File: src/rtl/adc_interface_ad7367_burst.sv
// Burst-capable controller for dual-channel simultaneous-sampling SAR ADCs.
// Handles CNVST/BUSY handshake, serial readout of both channels and sample bursts.
module adc_interface_ad7367_burst #(
  parameter int NBIT       = 14,
  parameter int CLK_DIV    = 2,
  parameter int T_CNVST    = 2,
  parameter int T_BUSY_MIN = 4,
  parameter int BUSY_TMO   = 255,
  parameter int T_QUIET    = 3,
  parameter int CNT_W      = 16
) (
  input  logic             clk,
  input  logic             rst_n,
  input  logic             BUSY,
  output logic             SCLK,
  output logic             CNVST,
  output logic             CS,
  input  logic             DOUTA,
  input  logic             DOUTB,
  input  logic             cs,
  input  logic [3:0]       op,
  input  logic [7:0]       addr,
  input  logic [CNT_W-1:0] nsamples,
  output logic             rdy,
  output logic [2:0]       state,
  output logic [NBIT-1:0]  data_a,
  output logic [NBIT-1:0]  data_b,
  output logic [NBIT-1:0]  data_out,
  output logic             valid,
  output logic [CNT_W-1:0] sample_cnt,
  output logic             err_timeout
);

  localparam int TW = 16;
  localparam int BW = $clog2(NBIT + 1);

  typedef enum logic [2:0] {
    IDLE      = 3'd0,
    CNV_START = 3'd1,
    CNV_WAIT  = 3'd2,
    READ      = 3'd3,
    QUIET     = 3'd4
  } state_t;

  state_t            state_q, state_d;
  logic [TW-1:0]     timer_q, timer_d;
  logic [BW-1:0]     bit_q, bit_d;
  logic              sclk_q, sclk_d;
  logic              cs_n_q, cs_n_d;
  logic              cnvst_q, cnvst_d;
  logic [NBIT-1:0]   sh_a_q, sh_a_d;
  logic [NBIT-1:0]   sh_b_q, sh_b_d;
  logic [NBIT-1:0]   da_q, da_d;
  logic [NBIT-1:0]   db_q, db_d;
  logic              valid_q, valid_d;
  logic [CNT_W-1:0]  cnt_q, cnt_d;
  logic [CNT_W-1:0]  nsmp_q, nsmp_d;
  logic              err_q, err_d;
  logic              abort_q, abort_d;
  logic              mode_q, mode_d;
  logic              sel_q, sel_d;
  logic              rdy_q, rdy_d;
  logic              addr_unused;

  assign addr_unused = ^addr[7:1];

  always_comb begin
    state_d = state_q;
    timer_d = timer_q;
    bit_d   = bit_q;
    sclk_d  = sclk_q;
    cs_n_d  = cs_n_q;
    cnvst_d = cnvst_q;
    sh_a_d  = sh_a_q;
    sh_b_d  = sh_b_q;
    da_d    = da_q;
    db_d    = db_q;
    valid_d = 1'b0;
    cnt_d   = cnt_q;
    nsmp_d  = nsmp_q;
    err_d   = err_q;
    abort_d = abort_q;
    mode_d  = mode_q;
    sel_d   = sel_q;

    if (cs) sel_d = addr[0];
    if (cs && op[3] && state_q != IDLE) abort_d = 1'b1;

    unique case (state_q)
      IDLE: begin
        if (cs && op[1] && !op[3]) begin
          mode_d  = op[2];
          nsmp_d  = nsamples;
          cnt_d   = '0;
          err_d   = 1'b0;
          abort_d = 1'b0;
          cnvst_d = 1'b0;
          timer_d = '0;
          state_d = CNV_START;
        end
      end
      CNV_START: begin
        if (timer_q == TW'(T_CNVST - 1)) begin
          cnvst_d = 1'b1;
          timer_d = '0;
          state_d = CNV_WAIT;
        end else begin
          timer_d = timer_q + TW'(1);
        end
      end
      CNV_WAIT: begin
        if (timer_q >= TW'(T_BUSY_MIN) && !BUSY) begin
          cs_n_d  = 1'b0;
          timer_d = '0;
          bit_d   = '0;
          state_d = READ;
        end else if (timer_q == TW'(BUSY_TMO) && BUSY) begin
          err_d   = 1'b1;
          timer_d = '0;
          state_d = QUIET;
        end else begin
          timer_d = timer_q + TW'(1);
        end
      end
      READ: begin
        if (timer_q == TW'(CLK_DIV - 1)) begin
          timer_d = '0;
          if (sclk_q) begin
            // the ADC word is captured on the edge that drops SCLK
            sclk_d = 1'b0;
            sh_a_d = {sh_a_q[NBIT-2:0], DOUTA};
            sh_b_d = {sh_b_q[NBIT-2:0], DOUTB};
            bit_d  = bit_q + BW'(1);
          end else if (bit_q == BW'(NBIT)) begin
            sclk_d  = 1'b1;
            cs_n_d  = 1'b1;
            da_d    = sh_a_q;
            db_d    = sh_b_q;
            valid_d = 1'b1;
            cnt_d   = cnt_q + CNT_W'(1);
            state_d = QUIET;
          end else begin
            sclk_d = 1'b1;
          end
        end else begin
          timer_d = timer_q + TW'(1);
        end
      end
      QUIET: begin
        if (timer_q == TW'(T_QUIET - 1)) begin
          timer_d = '0;
          if (!mode_q || abort_q || err_q ||
              (nsmp_q != '0 && cnt_q == nsmp_q)) begin
            abort_d = 1'b0;
            state_d = IDLE;
          end else begin
            cnvst_d = 1'b0;
            state_d = CNV_START;
          end
        end else begin
          timer_d = timer_q + TW'(1);
        end
      end
      default: state_d = IDLE;
    endcase

    rdy_d = (state_d == IDLE);

    if (cs && op[0]) begin
      state_d = IDLE;
      timer_d = '0;
      bit_d   = '0;
      sclk_d  = 1'b1;
      cs_n_d  = 1'b1;
      cnvst_d = 1'b1;
      da_d    = '0;
      db_d    = '0;
      valid_d = 1'b0;
      cnt_d   = '0;
      err_d   = 1'b0;
      abort_d = 1'b0;
      rdy_d   = 1'b0;
    end
  end

  always_ff @(posedge clk or negedge rst_n) begin
    if (!rst_n) begin
      state_q <= IDLE;
      timer_q <= '0;
      bit_q   <= '0;
      sclk_q  <= 1'b1;
      cs_n_q  <= 1'b1;
      cnvst_q <= 1'b1;
      sh_a_q  <= '0;
      sh_b_q  <= '0;
      da_q    <= '0;
      db_q    <= '0;
      valid_q <= 1'b0;
      cnt_q   <= '0;
      nsmp_q  <= '0;
      err_q   <= 1'b0;
      abort_q <= 1'b0;
      mode_q  <= 1'b0;
      sel_q   <= 1'b0;
      rdy_q   <= 1'b0;
    end else begin
      state_q <= state_d;
      timer_q <= timer_d;
      bit_q   <= bit_d;
      sclk_q  <= sclk_d;
      cs_n_q  <= cs_n_d;
      cnvst_q <= cnvst_d;
      sh_a_q  <= sh_a_d;
      sh_b_q  <= sh_b_d;
      da_q    <= da_d;
      db_q    <= db_d;
      valid_q <= valid_d;
      cnt_q   <= cnt_d;
      nsmp_q  <= nsmp_d;
      err_q   <= err_d;
      abort_q <= abort_d;
      mode_q  <= mode_d;
      sel_q   <= sel_d;
      rdy_q   <= rdy_d;
    end
  end

  assign SCLK        = sclk_q;
  assign CS          = cs_n_q;
  assign CNVST       = cnvst_q;
  assign rdy         = rdy_q;
  assign state       = state_q;
  assign data_a      = da_q;
  assign data_b      = db_q;
  assign data_out    = sel_q ? db_q : da_q;
  assign valid       = valid_q;
  assign sample_cnt  = cnt_q;
  assign err_timeout = err_q;

endmodule

File: config.mk
export PLATFORM = sky130hd
export DESIGN_NAME = adc_interface_ad7367_burst
export DESIGN_NICKNAME = d
export VERILOG_FILES = /design/src/rtl/adc_interface_ad7367_burst.sv
export SDC_FILE = /design/constraint.sdc
export NUM_CORES = 1
export LEC_CHECK = 0
export ABC_AREA = 1
export BUFFER_PORTS_ARGS = -buffer_cell sky130_fd_sc_hd__buf_2
export CAP_MARGIN = 20
export CORE_MARGIN = 2
export CORE_UTILIZATION = 30
export DETAILED_ROUTE_END_ITERATION = 12
export GPL_ROUTABILITY_DRIVEN = 0
export PLACE_DENSITY = 0.46
export SKIP_CTS_REPAIR_TIMING = 1
export SLEW_MARGIN = 10
export SYNTH_ARGS = -nofsm -noshare
export SYNTH_HDL_FRONTEND = slang
export SYNTH_SLANG_ARGS = --single-unit
File: constraint.sdc
create_clock -name clk -period 1.95 [get_ports clk]
set_input_delay 0.195 -clock clk [delete_from_list [all_inputs] [get_ports clk]]
set_output_delay 0.195 -clock clk [all_outputs]
set_load 0.02 [all_outputs]
==> flow_summary_export.csv <==
group,metric,value,unit
timing,fmax,541,MHz
logic_synthesis,ys.flop_type,"dfrtp_1",
final_layout,nFillCells,2111,
power_and_ir_drop,p_total,8500,µW
timing,report.final.slew_viol_count,0,
logic_synthesis,yosys_warnings,0,
floorplanning,dieArea,21500,µm²
drt,firstDrtPassIters,5,
logic_synthesis,syn_inst,755,
drt,first_iter_violations,263,
drt,final_antenna_net_count,0,
clock_network,clockRootBuffer,"clkbuf_16",
final_layout,drive_above_1_share,25.9,%
drt,routed_wl,16500,µm
drt,viasPerCell,4.51,
global_routing,antenna_found_initial,0,
timing,final-setup-viol-count,0,
timing,setup_tns,0,ns
logic_synthesis,avgSynthCellArea,8.09,µm²
logic_synthesis,syn-cell-area,6110,µm²
drt,vias,5331,
critical_path,crit_arrival,2.15,ns
timing,whs,0.0182,ns
global_routing,gr-usage-all-layers,15.9,%
global_routing,grt_max_degree,57,
final_layout,antennaDiodeCount,0,
critical_path,end_kind,"register",
worst_hold_path,hold_path_depth,3,
drt,post_drt_wl_per_cell,14.0,µm
logic_synthesis,ys_types,46,
floorplanning,die_h,147,µm
clock_network,cts_inserted_buffers,17,
timing,hold_viol_final,0,
placement,dp.cells,1133,
floorplanning,die_x,147,µm
logic_synthesis,synth-seq-area-share,49.2,%
worst_hold_path,hold_path.class,"in2reg",
timing,fin_crit,1.85,ns
logic_synthesis,async_flop_share,100,%
status,status,"complete, no violations",
timing,slew_headroom,69.5,%
critical_path,cp_data_required_time,2.25,ns
global_routing,grt_pass1_vias,5074,
clock_network,cts_sinks,120,
final_layout,nNetsFinal,939,
floorplanning,ioPinCount,101,
floorplanning,row_count,52,
clock_network,clkSlewWorstSetupHoldPaths,0.06,ns
logic_synthesis,synth_edf_count,0,
final_layout,fin_cells,1181,
floorplanning,core_area,20100,µm²
timing,period_share,94.8,%
clock_network,h-tree-depth,4,
worst_hold_path,hold_path_end,"nsmp_q[14]",
placement,post-dp-hpwl,11800,µm
critical_path,r2r-start,"timer_q[1]",
drt,drc,0,
critical_path,rr_endpoint,"rdy",
critical_path,r2r_setup_slack,0.10,ns
job,maxCapViolations,0,
critical_path,r2r_cells,11,
power_and_ir_drop,cellPowerDensity,1060,nW/µm²
timing,tightest_slew,0.453,ns
critical_path,crit_type,"reg2reg",
placement,io_buffers,93,
power_and_ir_drop,p_leak,0.00383,µW
critical_path,setup.worst_path.start_class,"register",
final_layout,area_growth,30.7,%
timing,rsz0062_at_grt,"yes",
clock_network,clk_path_buf_depth,2,
logic_synthesis,synth_fp_nets,796,
floorplanning,initial_core_util,30.4,%
worst_hold_path,hold_start,"nsamples[14]",
timing,fin_skew,0.0131,ns
critical_path,cp_max_fo,4,
global_routing,grt_first_pass_wirelength,26900,µm
logic_synthesis,synth-seq-cells,120,
clock_network,clock_latency,0.42,ns
power_and_ir_drop,vdd_drop_max,0.524,mV
clock_network,cts_tree,"built",
global_routing,grt_overflow,0,
-- metal layers --
layer,share of wire [%],track usage [%]
met5,0,0
met4,1.2,4.47
met3,4.7,4.88
met2,44,23.7
met1,50,22.3
-- worst max path at each step --
stage | cells past startpoint | to | from
2_1_floorplan | 10 | sample_cnt[3] | state[2]
3_3_place_gp | 10 | timer_q[13] | timer_q[1]
3_5_place_dp | 9 | sample_cnt[3] | state[1]
4_1_cts | 9 | sample_cnt[3] | state[1]
5_1_grt | 11 | rdy | timer_q[1]
6_report | 11 | rdy | timer_q[1]
-- worst max-delay path: stages, from the launching register on --
cell	delay (ns)
dfrtp_1	0.39
ha_2	0.20
nand2_2	0.08
nor2_4	0.13
nand3_2	0.12
nor2_4	0.15
nand4_4	0.10
buf_6	0.13
o211ai_1	0.26
nor2_1	0.07
nand2_1	0.07
nor2_1	0.04
-- cells in the final DEF, fill, tap and decap left out, types with 3 or more instances in the layout --
| master | netlist | final |
|---|---|---|
| nor2_2 | 8 | 9 |
| clkbuf_8 | 0 | 3 |
| xor2_1 | 10 | 10 |
| clkinv_2 | 1 | 3 |
| nor2_1 | 60 | 56 |
| nand2_1 | 179 | 176 |
| nand3_1 | 23 | 21 |
| o21ai_4 | 1 | 3 |
| nand4_1 | 19 | 19 |
| or2_2 | 3 | 3 |
| buf_4 | 1 | 39 |
| bufinv_16 | 0 | 3 |
| o22ai_1 | 17 | 17 |
| a21oi_1 | 31 | 30 |
| nor4_1 | 4 | 4 |
| inv_2 | 7 | 7 |
| o211ai_1 | 3 | 3 |
| buf_12 | 0 | 4 |
| clkbuf_16 | 0 | 17 |
| clkinvlp_4 | 0 | 4 |
| nor2_4 | 3 | 6 |
| buf_2 | 2 | 92 |
| dfstp_2 | 3 | 3 |
| dlygate4sd3_1 | 0 | 5 |
| inv_1 | 110 | 108 |
| nand2_4 | 3 | 4 |
| nand2_2 | 4 | 6 |
| nand3_2 | 5 | 5 |
| mux2_2 | 5 | 5 |
| o21ai_1 | 13 | 14 |
| dfrtp_1 | 117 | 115 |
| ha_1 | 7 | 5 |
| o21ai_0 | 72 | 71 |
| nor3_1 | 9 | 9 |
-- kinds of logic after synthesis --
logic type | count (synthesis) | synth area share (%)
xor gates and xnor gates | 10 | 1.43
buffers and inverters | 138 | 9.13
adders and majority gates | 7 | 1.43
DFF | 120 | 49.2
muxes | 5 | 0.921
and+or+nand+nor | 327 | 24.4
AOI/OAI and AO/OA | 148 | 13.5
-- power by group --
part | leakage [µW] | switching, µW | internal (µW) | total (µW)
clock | 0.000293 | 1170 | 2110 | 3290
combinational | 0.00194 | 1450 | 796 | 2240
sequential | 0.00160 | 187 | 2780 | 2970
-- through the flow --
stage          worst slack (ns)  utilization, %  instance area (µm²)
2_1_floorplan             0.217               -                 6110
3_3_place_gp             0.0847            35.4                 7110
3_5_place_dp             0.0623            35.4                 7110
4_1_cts                  0.0603            38.4                 7730
5_1_grt                 -0.0382            39.7                 7990
6_report                  0.102            39.7                 7990
-- registers in the layout (all words and copies together) (netlist names), 3 cells and up --
register,flops
data_a,14
sample_cnt,16
state,3
nsmp_q,16
sh_a_q,14
bit_q,4
data_b,14
timer_q,16
sh_b_q,14
-- layout make-up --
type	instances	area (µm²)	area share [%]
multi-input combinational	498	2660	33.3
sequential	120	3010	37.7
clock buffer	22	474	5.94
clock inverter	10	140	1.75
tap	270	338	4.23
timing repair buffer	142	906	11.3
inverter	119	462	5.78
-- cells in the mapped netlist, types with 2 or more instances --
cell	instances	area [µm²]
a31oi_1	2	12.5
o211ai_1	3	22.5
nor4_1	4	25.0
xor2_1	10	87.6
nand3_2	5	50.1
nand2_4	3	33.8
o21ai_0	72	360
o21ai_1	13	65.1
nor2_4	3	33.8
nand4_1	19	119
mux2_2	5	56.3
nand2_1	179	672
buf_6	4	45.0
ha_1	7	87.6
nor2_2	8	50.1
dfrtp_1	117	2930
nand3b_1	2	15.0
nor2_1	60	225
or2_2	3	18.8
dfstp_2	3	78.8
nor3_1	9	45.0
buf_2	2	10.0
nand3_1	23	115
a21oi_1	31	155
nand2_2	4	25.0
o21ai_2	2	17.5
inv_2	7	26.3
nand4_2	2	25.0
inv_1	110	413
clkbuf_1	11	41.3
o22ai_1	17	106
(Power assumes the default switching activity.)
